===== src/rtl/alu_op_sequencer.sv =====
// rtl/alu_op_sequencer.sv - ALU operation sequencer: latch operands/select, settle, capture result and flags
module alu_op_sequencer #(
  parameter int WIDTH         = 8,
  parameter int SETTLE_CYCLES = 2
) (
  input  logic             clk,
  input  logic             rst_n,
  input  logic             req_valid,
  output logic             req_ready,
  input  logic [2:0]       req_op,
  input  logic [WIDTH-1:0] req_a,
  input  logic [WIDTH-1:0] req_b,
  output logic [WIDTH-1:0] op_a,
  output logic [WIDTH-1:0] op_b,
  output logic [2:0]       alu_sel,
  input  logic [WIDTH-1:0] mux_result,
  input  logic             adder_cout,
  output logic             res_valid,
  input  logic             res_ready,
  output logic [WIDTH-1:0] res_data,
  output logic             res_zero,
  output logic             res_neg,
  output logic             res_carry,
  output logic             busy,
  output logic [15:0]      res_count
);

  // A 4-bit counter covers the whole legal settle range; anything else cannot be counted.
  if (SETTLE_CYCLES < 1 || SETTLE_CYCLES > 15) begin : g_bad_settle_cycles
    $error("alu_op_sequencer: SETTLE_CYCLES must be in 1..15");
  end

  localparam logic [3:0] CNT_LOAD = 4'(SETTLE_CYCLES - 1);

  typedef enum logic [1:0] {
    IDLE   = 2'd0,
    SETTLE = 2'd1,
    RESP   = 2'd2
  } state_t;

  state_t     state;
  state_t     state_d;
  logic [3:0] settle_cnt;
  logic       accept;
  logic       capture;
  logic       done;

  assign req_ready = (state == IDLE);
  assign busy      = (state != IDLE);

  // State register; reset drops any in-flight operation immediately.
  always_ff @(posedge clk or negedge rst_n) begin
    if (!rst_n) begin
      state <= IDLE;
    end else begin
      state <= state_d;
    end
  end

  // Next-state decode plus the three single-cycle events that steer the datapath registers.
  always_comb begin
    state_d = state;
    accept  = 1'b0;
    capture = 1'b0;
    done    = 1'b0;
    case (state)
      IDLE: begin
        if (req_valid) begin
          accept  = 1'b1;
          state_d = SETTLE;
        end
      end
      SETTLE: begin
        if (settle_cnt == 4'd0) begin
          capture = 1'b1;
          state_d = RESP;
        end
      end
      RESP: begin
        if (res_ready) begin
          done    = 1'b1;
          state_d = IDLE;
        end
      end
      default: state_d = IDLE;
    endcase
  end

  // Settle counter: loaded on accept, counts down while the mux array settles.
  always_ff @(posedge clk or negedge rst_n) begin
    if (!rst_n) begin
      settle_cnt <= 4'd0;
    end else if (accept) begin
      settle_cnt <= CNT_LOAD;
    end else if (state == SETTLE && settle_cnt != 4'd0) begin
      settle_cnt <= settle_cnt - 4'd1;
    end
  end

  // Operand/select latches feeding the datapath; they hold until the next accept.
  always_ff @(posedge clk or negedge rst_n) begin
    if (!rst_n) begin
      op_a    <= '0;
      op_b    <= '0;
      alu_sel <= 3'd0;
    end else if (accept) begin
      op_a    <= req_a;
      op_b    <= req_b;
      alu_sel <= req_op;
    end
  end

  // Result capture: the mux bus and carry are only looked at on the capture edge.
  always_ff @(posedge clk or negedge rst_n) begin
    if (!rst_n) begin
      res_data  <= '0;
      res_zero  <= 1'b0;
      res_neg   <= 1'b0;
      res_carry <= 1'b0;
    end else if (capture) begin
      res_data  <= mux_result;
      res_zero  <= (mux_result == '0);
      res_neg   <= mux_result[WIDTH-1];
      res_carry <= (alu_sel[2:1] == 2'b00) ? adder_cout : 1'b0;
    end
  end

  // Result valid flag and completed-handshake counter (wraps naturally at 16 bits).
  always_ff @(posedge clk or negedge rst_n) begin
    if (!rst_n) begin
      res_valid <= 1'b0;
      res_count <= 16'd0;
    end else if (capture) begin
      res_valid <= 1'b1;
    end else if (done) begin
      res_valid <= 1'b0;
      res_count <= res_count + 16'd1;
    end
  end

endmodule


===== config.mk =====
export PLATFORM = sky130hd
export DESIGN_NAME = alu_op_sequencer
export DESIGN_NICKNAME = d
export VERILOG_FILES = /design/src/rtl/alu_op_sequencer.sv
export SDC_FILE = /design/constraint.sdc
export NUM_CORES = 1
export LEC_CHECK = 0
export ABC_AREA = 1
export BUFFER_PORTS_ARGS = -buffer_cell sky130_fd_sc_hd__buf_2
export CAP_MARGIN = 20
export CORE_AREA = 4 4 78 80
export CTS_CLUSTER_SIZE = 20
export DETAILED_ROUTE_END_ITERATION = 10
export DIE_AREA = 0 0 82 84
export GPL_TIMING_DRIVEN = 1
export PLACE_DENSITY = 0.8
export SLEW_MARGIN = 15
export SYNTH_ARGS = -nofsm -noshare
export SYNTH_HDL_FRONTEND = slang
export SYNTH_SLANG_ARGS = --single-unit

===== constraint.sdc =====
create_clock -name clk -period 1.3 [get_ports clk]
set_input_delay 0.26 -clock clk [delete_from_list [all_inputs] [get_ports clk]]
set_output_delay 0.26 -clock clk [all_outputs]
set_load 0.02 [all_outputs]

Word-level counts from Yosys, hierarchy flattened
Cells that the tools add are included.

storage, ports and cells
  logic and storage cells = 45
  bits of input ports = 32
  output and inout bits = 49
  flip-flop bits (word level) = 53

operators by class
  bitwise logic cells = 1
  $add $sub $neg = 2
  mux-type cells = 15
  eq/ne operators = 5
  reductions and logical operators = 11

operators by type and width
  cell                                              number
  adder 16 x 1 -> 16 bit, second input constant     1
  two-way mux 1 bit                                 9
  zero test 8 bit                                   1
  two-way mux 4 bit                                 2
  two-way mux 2 bit                                 3
  inequality test 2 bit, second input constant      3
  case mux 2 bit (3 select lines)                   1
  nonzero test 2 bit                                3
  zero test 2 bit                                   2
  zero test 4 bit                                   1
  nonzero test 4 bit                                1
  subtractor 4 x 1 -> 4 bit, second input constant  1
  AND reduction 3 bit                               1
  == test 2 x 1 -> 1 bit, second input constant     1
  == test 2 bit, second input constant              1
  AND reduction 2 bit                               1
  logical AND 1 bit                                 1
  NOT 1 bit                                         1

Logic depth before layout (Yosys ltp)
Gate-level depths: netlist of run 1.

  depth in word-level cells = 5
  gate-level depth with buffers = 9
  depth with buffers taken out = 9

Worst setup path after synthesis of run 1
OpenSTA, ideal clock, no wires.

  path type = reg2reg
  start = register res_count[0]
  end = register res_count[14]
  period minus slack after synthesis = 1337 ps
  stages on the path, launching flop included = 9
  data arrival time = 1220 ps
  path slack = -37 ps
  data required time = 1183 ps
  buffers on the path = 0
  library setup time = 117 ps
  path through = dfrtp_1 ha_1 nand2_1 inv_1 nand3_1 nor2_2 nand3_1 nand2_1 nand2_1

on the way
  cells in the longest elaborated chain, start to end = 1

ends and longest elaborated chain
  what                    RTL line  source
  start, declared         25        output logic [15:0] res_count
  start signal, assigned  137       res_count <= res_count + 16'd1;
  adder 16 x 1 -> 16 bit  137

No other way between the ends.
A chain may end at the register's enable or synchronous reset.

Worst setup path after layout of run 1
  start = register state[1]
  end = output port busy

on the way
  cells in the longest elaborated chain, start to end = 1

ends and longest elaborated chain
  what                    RTL line  source
  start, declared         41        state_t state;
  start signal, assigned  56        state <= state_d;
  nonzero test 2 bit      49        assign busy = (state != IDLE);
  end, declared           24        output logic busy,

No other way between the ends.

==> impl_results.md, run 1 <==
* Run status: complete, but fails checks
* Violated checks: negative setup slack
* Nets in the synthesized netlist at 267
* HPWL after detailed placement at 3990 um
* Total power draw at 7.19 mW
* I/O pins at 81
* Worst setup path start: state[1]
* Count of pins over their slew limit at 0
* Area of the mapped netlist at 2370 sq um
* Number of setup violations in the final report at 15
* Final Hold Violating Endpoints at 0
* Worst endpoint required time at 1040 ps
* Maximum number of pins on one net before global-route repair at 25
* Proportion of layout cells with a drive suffix above 1 at 0.473
* Clock transition time at the flip-flop clock pins of the worst setup and hold paths at 100 ps
* Endpoint arrival time on the critical path at 1110 ps
* Post-route DRC at 0
* Initial cell density of the core at 0.439
* Power density normalized to cell area at 2220 nW/um^2
* Vias at 1941
* Inserted Clock Buffers at 5
* Average size of a mapped cell at 10.2 sq um
* Number of max-cap violations at 0
* Number of flip-flops and latches in the synthesized netlist at 52
* Final Hold Slack at 170 ps
* Final instance count without filler cells at 408
* Routed WL at 5530 um
* Maximum operating frequency at 729 MHz
* CTS tree: done
* Number of cell instances on the worst register-to-register path at 4
* Maximum root-to-sink buffer count at 2
* Starting DRC count in detailed routing at 59
* Sw Share at 0.415
* Global route overflow at 0
* Placeable Area at 5410 sq um
* Number of global-route vias before repair at 1853
* Timing endpoint of the critical path: busy
* Fraction of power consumed by combinational cells at 0.509
* Destination of the worst register-to-register timing path: op_b[1]
* Sinks on Clock Net at 52
* Number of nets in the layout at 370
* Internal power at 4.21 mW
* Top cells by area in the synthesized netlist: sky130_fd_sc_hd__dfrtp_1, sky130_fd_sc_hd__nand2_1, sky130_fd_sc_hd__mux2_4
* Register-to-Register Setup Slack at -20 ps
* Detailed-routing iteration count for the pre-antenna-repair pass at 4
* Post-layout min period at 1370 ps
* R2R Path Start: state[1]
* Number of buffer cells added on primary ports at 80
* Sequential cell fraction of total power at 0.367
* Weighted congestion at the end of routability-driven global placement at 0.800
* Average detailed-routed wire length per instance at 13.5 um
* HP Class: in -> reg
* Slew at the pin with the worst max-slew slack at 512 ps
* H-Tree Level Count at 2
* Largest fanout on the critical path at 3
* Source-to-sink clock delay at the later pin of the worst-skew pair at 300 ps
* YS warnings at 0
* Unique masters post-synth at 26
* Clock share of power at 0.124
* Area of all placed cells without fillers at 3250 sq um
* Antenna violations before repair at 0
* Area of the die at 6890 sq um
* Worst Skew at 10.3 ps
* Number of standard cells after synthesis at 232
* Largest area contributor in the synthesized netlist: sky130_fd_sc_hd__dfrtp_1
* GRT Total Usage at 0.153
* Net switching power at 2.98 mW
* Category of the most critical setup path: reg -> out
* Startpoint Class: flop
* Number of inserted diodes at 0
* Worst-case vdd ir drop at 1660 uV
* Share of the clock period used by the worst path after layout at 1.06
* Share of the synthesized area in the top cell type at 0.548
* Worst path setup slack after routing at -71.8 ps
* Instance area after placement at 2930 sq um
* Share of the yosys chip area belonging to registers at 0.548
* Vias per cell at 4.76
* Layout area overhead at 36.7%
* Placed instance count at 391
* Global-route wire length before repair at 8360 um
* ANT nets after route at 0
* Capturing element type of the critical path: output port
* Unrepaired setup endpoints after global routing: yes
* Pleak at 1.69 nW
* Vertical extent of the die at 84 um
* Relative slew margins at 0.659
* Number of cell rows at 27
* Die span in x at 82 um
* Buffer type at the clock tree root: sky130_fd_sc_hd__clkbuf_8
## worst min path at each step
| stage | slack, ps | cells past startpoint | endpoint | startpoint |
|---|---|---|---|---|
| final | 170 | 3 | res_data[3] | mux_result[3] |
| after global placement | 260 | 1 | res_count[4] | rst_n |
| after global routing | 160 | 2 | alu_sel[2] | req_op[2] |
| after CTS | 160 | 3 | res_data[3] | mux_result[3] |
| after detailed placement | 260 | 1 | res_count[3] | rst_n |
| after floorplan | -40 | 0 | alu_sel[0] | rst_n |
## cells in the final DEF (no fill, tap or decap), types with 2 or more instances in the layout
master / instances
sky130_fd_sc_hd__buf_2: 77
sky130_fd_sc_hd__nand2_1: 64
sky130_fd_sc_hd__dfrtp_1: 48
sky130_fd_sc_hd__mux2_4: 16
sky130_fd_sc_hd__inv_1: 14
sky130_fd_sc_hd__nor2_1: 14
sky130_fd_sc_hd__buf_4: 14
sky130_fd_sc_hd__nand3_1: 10
sky130_fd_sc_hd__inv_2: 6
sky130_fd_sc_hd__xnor2_1: 6
sky130_fd_sc_hd__nand2_2: 6
sky130_fd_sc_hd__nand4_1: 6
sky130_fd_sc_hd__nor2_4: 5
sky130_fd_sc_hd__nand2_8: 5
sky130_fd_sc_hd__clkbuf_8: 5
sky130_fd_sc_hd__dfrtp_2: 4
sky130_fd_sc_hd__nand3_2: 3
sky130_fd_sc_hd__xor2_1: 3
sky130_fd_sc_hd__o21ai_0: 3
sky130_fd_sc_hd__mux2_2: 3
sky130_fd_sc_hd__buf_6: 3
sky130_fd_sc_hd__o21ai_1: 2
sky130_fd_sc_hd__nor3_1: 2
sky130_fd_sc_hd__o21ai_2: 2
sky130_fd_sc_hd__clkinv_2: 2
sky130_fd_sc_hd__buf_12: 2
## cells in the mapped netlist
library cell / n
sky130_fd_sc_hd__nand2_1: 70
sky130_fd_sc_hd__dfrtp_1: 52
sky130_fd_sc_hd__inv_1: 20
sky130_fd_sc_hd__mux2_4: 16
sky130_fd_sc_hd__nor2_1: 15
sky130_fd_sc_hd__nand3_1: 13
sky130_fd_sc_hd__nand4_1: 6
sky130_fd_sc_hd__xnor2_1: 6
sky130_fd_sc_hd__o21ai_0: 4
sky130_fd_sc_hd__ha_1: 3
sky130_fd_sc_hd__mux2_2: 3
sky130_fd_sc_hd__nor2_4: 3
sky130_fd_sc_hd__o21ai_1: 3
sky130_fd_sc_hd__xor2_1: 3
sky130_fd_sc_hd__buf_6: 2
sky130_fd_sc_hd__nor2_2: 2
sky130_fd_sc_hd__nor3_1: 2
sky130_fd_sc_hd__buf_2: 1
sky130_fd_sc_hd__buf_4: 1
sky130_fd_sc_hd__inv_2: 1
sky130_fd_sc_hd__nand2_2: 1
sky130_fd_sc_hd__nand2_4: 1
sky130_fd_sc_hd__nand3_4: 1
sky130_fd_sc_hd__nand3b_1: 1
sky130_fd_sc_hd__nor4_1: 1
sky130_fd_sc_hd__o22ai_1: 1
## worst max-delay path, stage by stage, from the launching register on
cell	delay, ps
sky130_fd_sc_hd__dfrtp_2	440
sky130_fd_sc_hd__nor2_4	180
sky130_fd_sc_hd__inv_2	60
sky130_fd_sc_hd__buf_6	130
## state kept, by name, indices dropped and copies added (netlist names)
name / count
res_count: 16
op_a: 8
op_b: 8
res_data: 8
settle_cnt: 4
alu_sel: 3
state: 2
res_carry: 1
res_valid: 1
res_zero: 1
## stage by stage
step | TNS (ps) | setup WS [ps] | util
3_3_place_gp | 0 | 25.2 | 0.542
4_1_cts | -265 | -62.3 | 0.562
2_1_floorplan | 0 | 1.82 | -
5_1_grt | -1480 | -126 | 0.600
3_5_place_dp | -164 | -45.1 | 0.542
6_report | -299 | -71.8 | 0.600
## what timing repair did
item                                    4_1_cts  5_1_grt
pin swaps                                     0       12
hold endpoints to repair                     19        0
setup buffers                                 0        5
cloned                                        0        3
endpoints found under the setup margin       28       46
resized for setup                             6       33
hold buffers                                  1        0
## power groups by stage
stage | clock network, mW | logic [mW] | registers (mW)
finish | 0.893 | 3.66 | 2.64
global route | 0.994 | 3.93 | 2.72
CTS | 0.924 | 3.19 | 2.62
detailed placement | 0 | 3.13 | 2.62
global placement | 0 | 3.03 | 2.61
floorplan | 0 | 1.50 | 3.23
## routing by layer
layer / routed length [um] / global-route usage / share of wire / up-vias
met1: 2360 / 0.202 / 0.43 / 911
met2: 2640 / 0.238 / 0.48 / 67
met5: 0 / 0 / 0 / -
met4: 77 / 0.0317 / 0.014 / 0
met3: 446 / 0.0594 / 0.081 / 10
li1: - / - / - / 953
## logic make-up after synthesis
logic type	after synthesis	share of synthesized area
compound gates	8	0.0174
simple gates	116	0.222
mux	19	0.115
fa+ha+maj	3	0.0158
flops	52	0.548
xor+xnor	9	0.0332
buf+inv	25	0.0480
## final cells by class
type | instances | area [sq um]
Multi-Input combinational cell | 158 | 1110
Timing Repair Buffer | 97 | 574
Fill cell | 479 | 2160
Tap cell | 72 | 90.1
Clock buffer | 5 | 68.8
Sequential cell | 52 | 1310
Clock inverter | 3 | 18.8
Inverter | 21 | 81.3
(Power assumes the default switching activity.)
==> run 2: changes to the inputs <==
- ABC_AREA: 1 -> unset
- CORE_AREA: 4 4 78 80 -> 4 4 75 77
- DIE_AREA: 0 0 82 84 -> 0 0 79 81
- PLACE_DENSITY: 0.8 -> 0.82
==> impl_results.md, run 2 <==
* Post-layout min period at 1610 ps (was 1370 ps)
* Initial cell density of the core at 0.440 (was 0.439)
* Share of async-settable or async-resettable flops after synthesis at 1.00 (unchanged)
* ANT nets after route at 0 (unchanged)
* Number of inserted diodes at 0 (unchanged)
* Number of flip-flops and latches in the synthesized netlist at 52 (unchanged)
* Number of cell rows at 26 (was 27)
* Maximum number of pins on one net before global-route repair at 53 (was 25)
* Share of the clock period used by the worst path after layout at 1.24 (was 1.06)
* Most common cell after layout, fill and taps aside: sky130_fd_sc_hd__nand2_1 (was sky130_fd_sc_hd__buf_2)
* Slowest cell delay on critical path at 400 ps (was 440 ps)
* Largest area contributor in the synthesized netlist: sky130_fd_sc_hd__dfrtp_1 (unchanged)
* Worst path setup slack after routing at -312 ps (was -71.8 ps)
* Post-Place Worst Slack at -332 ps (was -45.1 ps)
* H-Tree Level Count at 2 (unchanged)
* Worst-case vdd ir drop at 1430 uV (was 1660 uV)
* Top register by number of flip-flops: res_count (unchanged)
* Total power draw at 7.24 mW (was 7.19 mW)
* Source-to-sink clock delay at the later pin of the worst-skew pair at 300 ps (about the same)
* Capturing element type of the critical path: flop (was output port)
* Startpoint Class: flop (unchanged)
* Average size of a mapped cell at 10.5 sq um (was 10.2 sq um)
* Pleak at 1.90 nW (was 1.69 nW)
* Slew at the pin with the worst max-slew slack at 311 ps (was 512 ps)
* Register area at 1310 sq um (about the same)
* Sum of negative setup slack at -5280 ps (was -299 ps)
* Share of the yosys chip area belonging to registers at 0.591 (was 0.548)
* Violated checks: negative setup slack (unchanged)
* Most repeated cell in the gate-level netlist after synthesis: sky130_fd_sc_hd__nand2_1 (unchanged)
* Layout area overhead at 56.6% (was 36.7%)
* Number of standard cells after synthesis at 209 (was 232)
* Average detailed-routed wire length per instance at 14.4 um (was 13.5 um)
* Multi-input logic area at 1020 sq um (was 1110 sq um)
* Post-route DRC at 0 (unchanged)
* Number of nets in the layout at 376 (was 370)
* Critical path, cell by cell: inv_2 -> ha_4 -> or3b_4 -> nand2b_4 -> mux2_4 (was nor2_4 -> inv_2 -> buf_6)
* Area of the mapped netlist at 2200 sq um (was 2370 sq um)
* Leading cell types in the layout, fill and taps excluded: sky130_fd_sc_hd__nand2_1, sky130_fd_sc_hd__buf_2, sky130_fd_sc_hd__dfrtp_1 (was sky130_fd_sc_hd__buf_2, sky130_fd_sc_hd__nand2_1, sky130_fd_sc_hd__dfrtp_1)
* I/O pins at 81 (unchanged)
* Vias at 1971 (was 1941)
* Category of the most critical setup path: reg -> reg (was reg -> out)
* Area of the die at 6400 sq um (was 6890 sq um)
* Run status: complete, but fails checks (unchanged)
* Buffer type at the clock tree root: sky130_fd_sc_hd__clkbuf_8 (unchanged)
* Placeable Area at 5010 sq um (was 5410 sq um)
* Antenna violations before repair at 0 (unchanged)
* Number of enable flip-flop cells after synthesis at 0 (unchanged)
* Worst Skew at 10.5 ps (was 10.3 ps)
* Endpoint arrival time on the critical path at 1800 ps (was 1110 ps)
* Number of fill cells at 383 (was 479)
* Nets in the synthesized netlist at 244 (was 267)
* Vias per cell at 4.78 (was 4.76)
* Largest fanout on the critical path at 6 (was 3)
* Global route overflow at 0 (unchanged)
* Commonest cells in the synthesized netlist: sky130_fd_sc_hd__nand2_1, sky130_fd_sc_hd__dfrtp_1, sky130_fd_sc_hd__nand3_1 (was sky130_fd_sc_hd__nand2_1, sky130_fd_sc_hd__dfrtp_1, sky130_fd_sc_hd__inv_1)
* Vertical extent of the die at 81 um (was 84 um)
* Power density normalized to cell area at 2100 nW/um^2 (was 2220 nW/um^2)
* Number of global-route vias before repair at 1928 (was 1853)
* GRT Total Usage at 0.177 (was 0.153)
* YS warnings at 0 (unchanged)
* Global-route wire length before repair at 8770 um (was 8360 um)
* Die span in x at 79 um (was 82 um)
* CTS tree: done (unchanged)
* Maximum root-to-sink buffer count at 2 (unchanged)
* Relative slew margins at 0.792 (was 0.659)
* Number of setup violations in the final report at 29 (was 15)
* Count of pins over their slew limit at 0 (unchanged)
* Unrepaired setup endpoints after global routing: yes (unchanged)
* Worst endpoint required time at 1490 ps (was 1040 ps)
* Top cells by area in the synthesized netlist: sky130_fd_sc_hd__dfrtp_1, sky130_fd_sc_hd__nand2_1, sky130_fd_sc_hd__xnor2_1 (was sky130_fd_sc_hd__dfrtp_1, sky130_fd_sc_hd__nand2_1, sky130_fd_sc_hd__mux2_4)
* Unique masters post-synth at 29 (was 26)
* Weighted congestion at the end of routability-driven global placement at 0.729 (was 0.800)
* Clock transition time at the flip-flop clock pins of the worst setup and hold paths at 100 ps (about the same)
* Final Hold Violating Endpoints at 0 (unchanged)
* Routed WL at 5920 um (was 5530 um)
* Max reg flops at 16 (unchanged)
* Final core utilization at 0.689 (was 0.600)
* Number of buffer cells added on primary ports at 80 (unchanged)
* Detailed-routing iteration count for the pre-antenna-repair pass at 4 (unchanged)
* Dominant synthesized flop cell: sky130_fd_sc_hd__dfrtp_1 (unchanged)
* Number of max-cap violations at 0 (unchanged)
* Starting DRC count in detailed routing at 101 (was 59)
* Cell at the slowest stage of the critical path: sky130_fd_sc_hd__dfrtp_1 (was sky130_fd_sc_hd__dfrtp_2)
* Maximum operating frequency at 620 MHz (was 729 MHz)
* Proportion of layout cells with a drive suffix above 1 at 0.544 (was 0.473)
* Inserted Clock Buffers at 5 (unchanged)
* HPWL after detailed placement at 3670 um (was 3990 um)
* HP Class: in -> reg (unchanged)
* Sinks on Clock Net at 52 (unchanged)
* Share of the synthesized area in the top cell type at 0.591 (was 0.548)
==> run 2: kinds of logic after synthesis <==
| family | share of synthesized area |
|---|---|
| buffers and inverters | 0.0233 |
| adder cells (fa/ha/maj) | 0.0170 |
| flip-flops | 0.591 |
| multiplexers | 0.0477 |
| AO/OA/AOI/OAI | 0.00908 |
| XOR/XNOR | 0.0716 |
| AND/OR/NAND/NOR | 0.241 |
==> run 2: metal layers <==
| metal | GRT usage | vias up | routed length [um] |
|---|---|---|---|
| li1 | - | 934 | - |
| met1 | 0.209 | 971 | 2360 |
| met2 | 0.317 | 59 | 3210 |
| met3 | 0.0421 | 7 | 257 |
| met4 | 0.0636 | 0 | 93 |
| met5 | 0 | - | 0 |
==> run 2: worst paths after layout <==
| check | startpoint | to | slack, ps | cells after the start |
|---|---|---|---|---|
| setup / recovery | settle_cnt[1] | res_data[4] | -310 | 5 |
| hold / removal | req_op[2] | alu_sel[2] | 130 | 3 |
| setup reg to reg | settle_cnt[1] | res_data[4] | -310 | 5 |
| hold reg to reg | op_a[2] | op_a[2] | 470 | 2 |
| max in group asynchronous | rst_n | state[0] | 570 | 3 |
| min in group asynchronous | rst_n | res_count[6] | 470 | 3 |
==> run 2: worst max-delay path: cells and delay by family, from the launching register on <==
kind	cells	cell delay (ps)
fa+ha+maj	1	130
buf+inv	1	90
flops	1	400
mux	1	310
simple gates	2	570
==> run 2: what timing repair did <==
item / CTS / global route
buffers inserted: 12 / 9
hold buffers: 1 / 0
endpoints found under the hold margin: 52 / 0
setup endpoints to repair: 48 / 56
gates resized for setup: 26 / 39
pin swaps: 11 / 10
cloned: 1 / 1
==> run 2: through the flow <==
step                      std cells  cell area, sq um  hold slack, ps
after floorplan                 209              2270           -35.6
after global placement          381              2960             273
after detailed placement        381              2960             277
after CTS                       403              3250             119
after global routing            412              3450             129
final                           412              3450             135
==> run 2: final cells by class <==
class,instances,share of cell area
inverters,4,0.00435
clock buffers,5,0.0199
multi-input cells,148,0.296
well taps,70,0.0254
repair buffers,130,0.268
flip-flops and latches,52,0.381
clock inverters,3,0.00544
==> run 2: report_power, final <==
group	switching [mW]	internal (mW)
sequential	0.390	2.20
clock	0.527	0.376
combinational	1.98	1.77
total	2.90	4.35
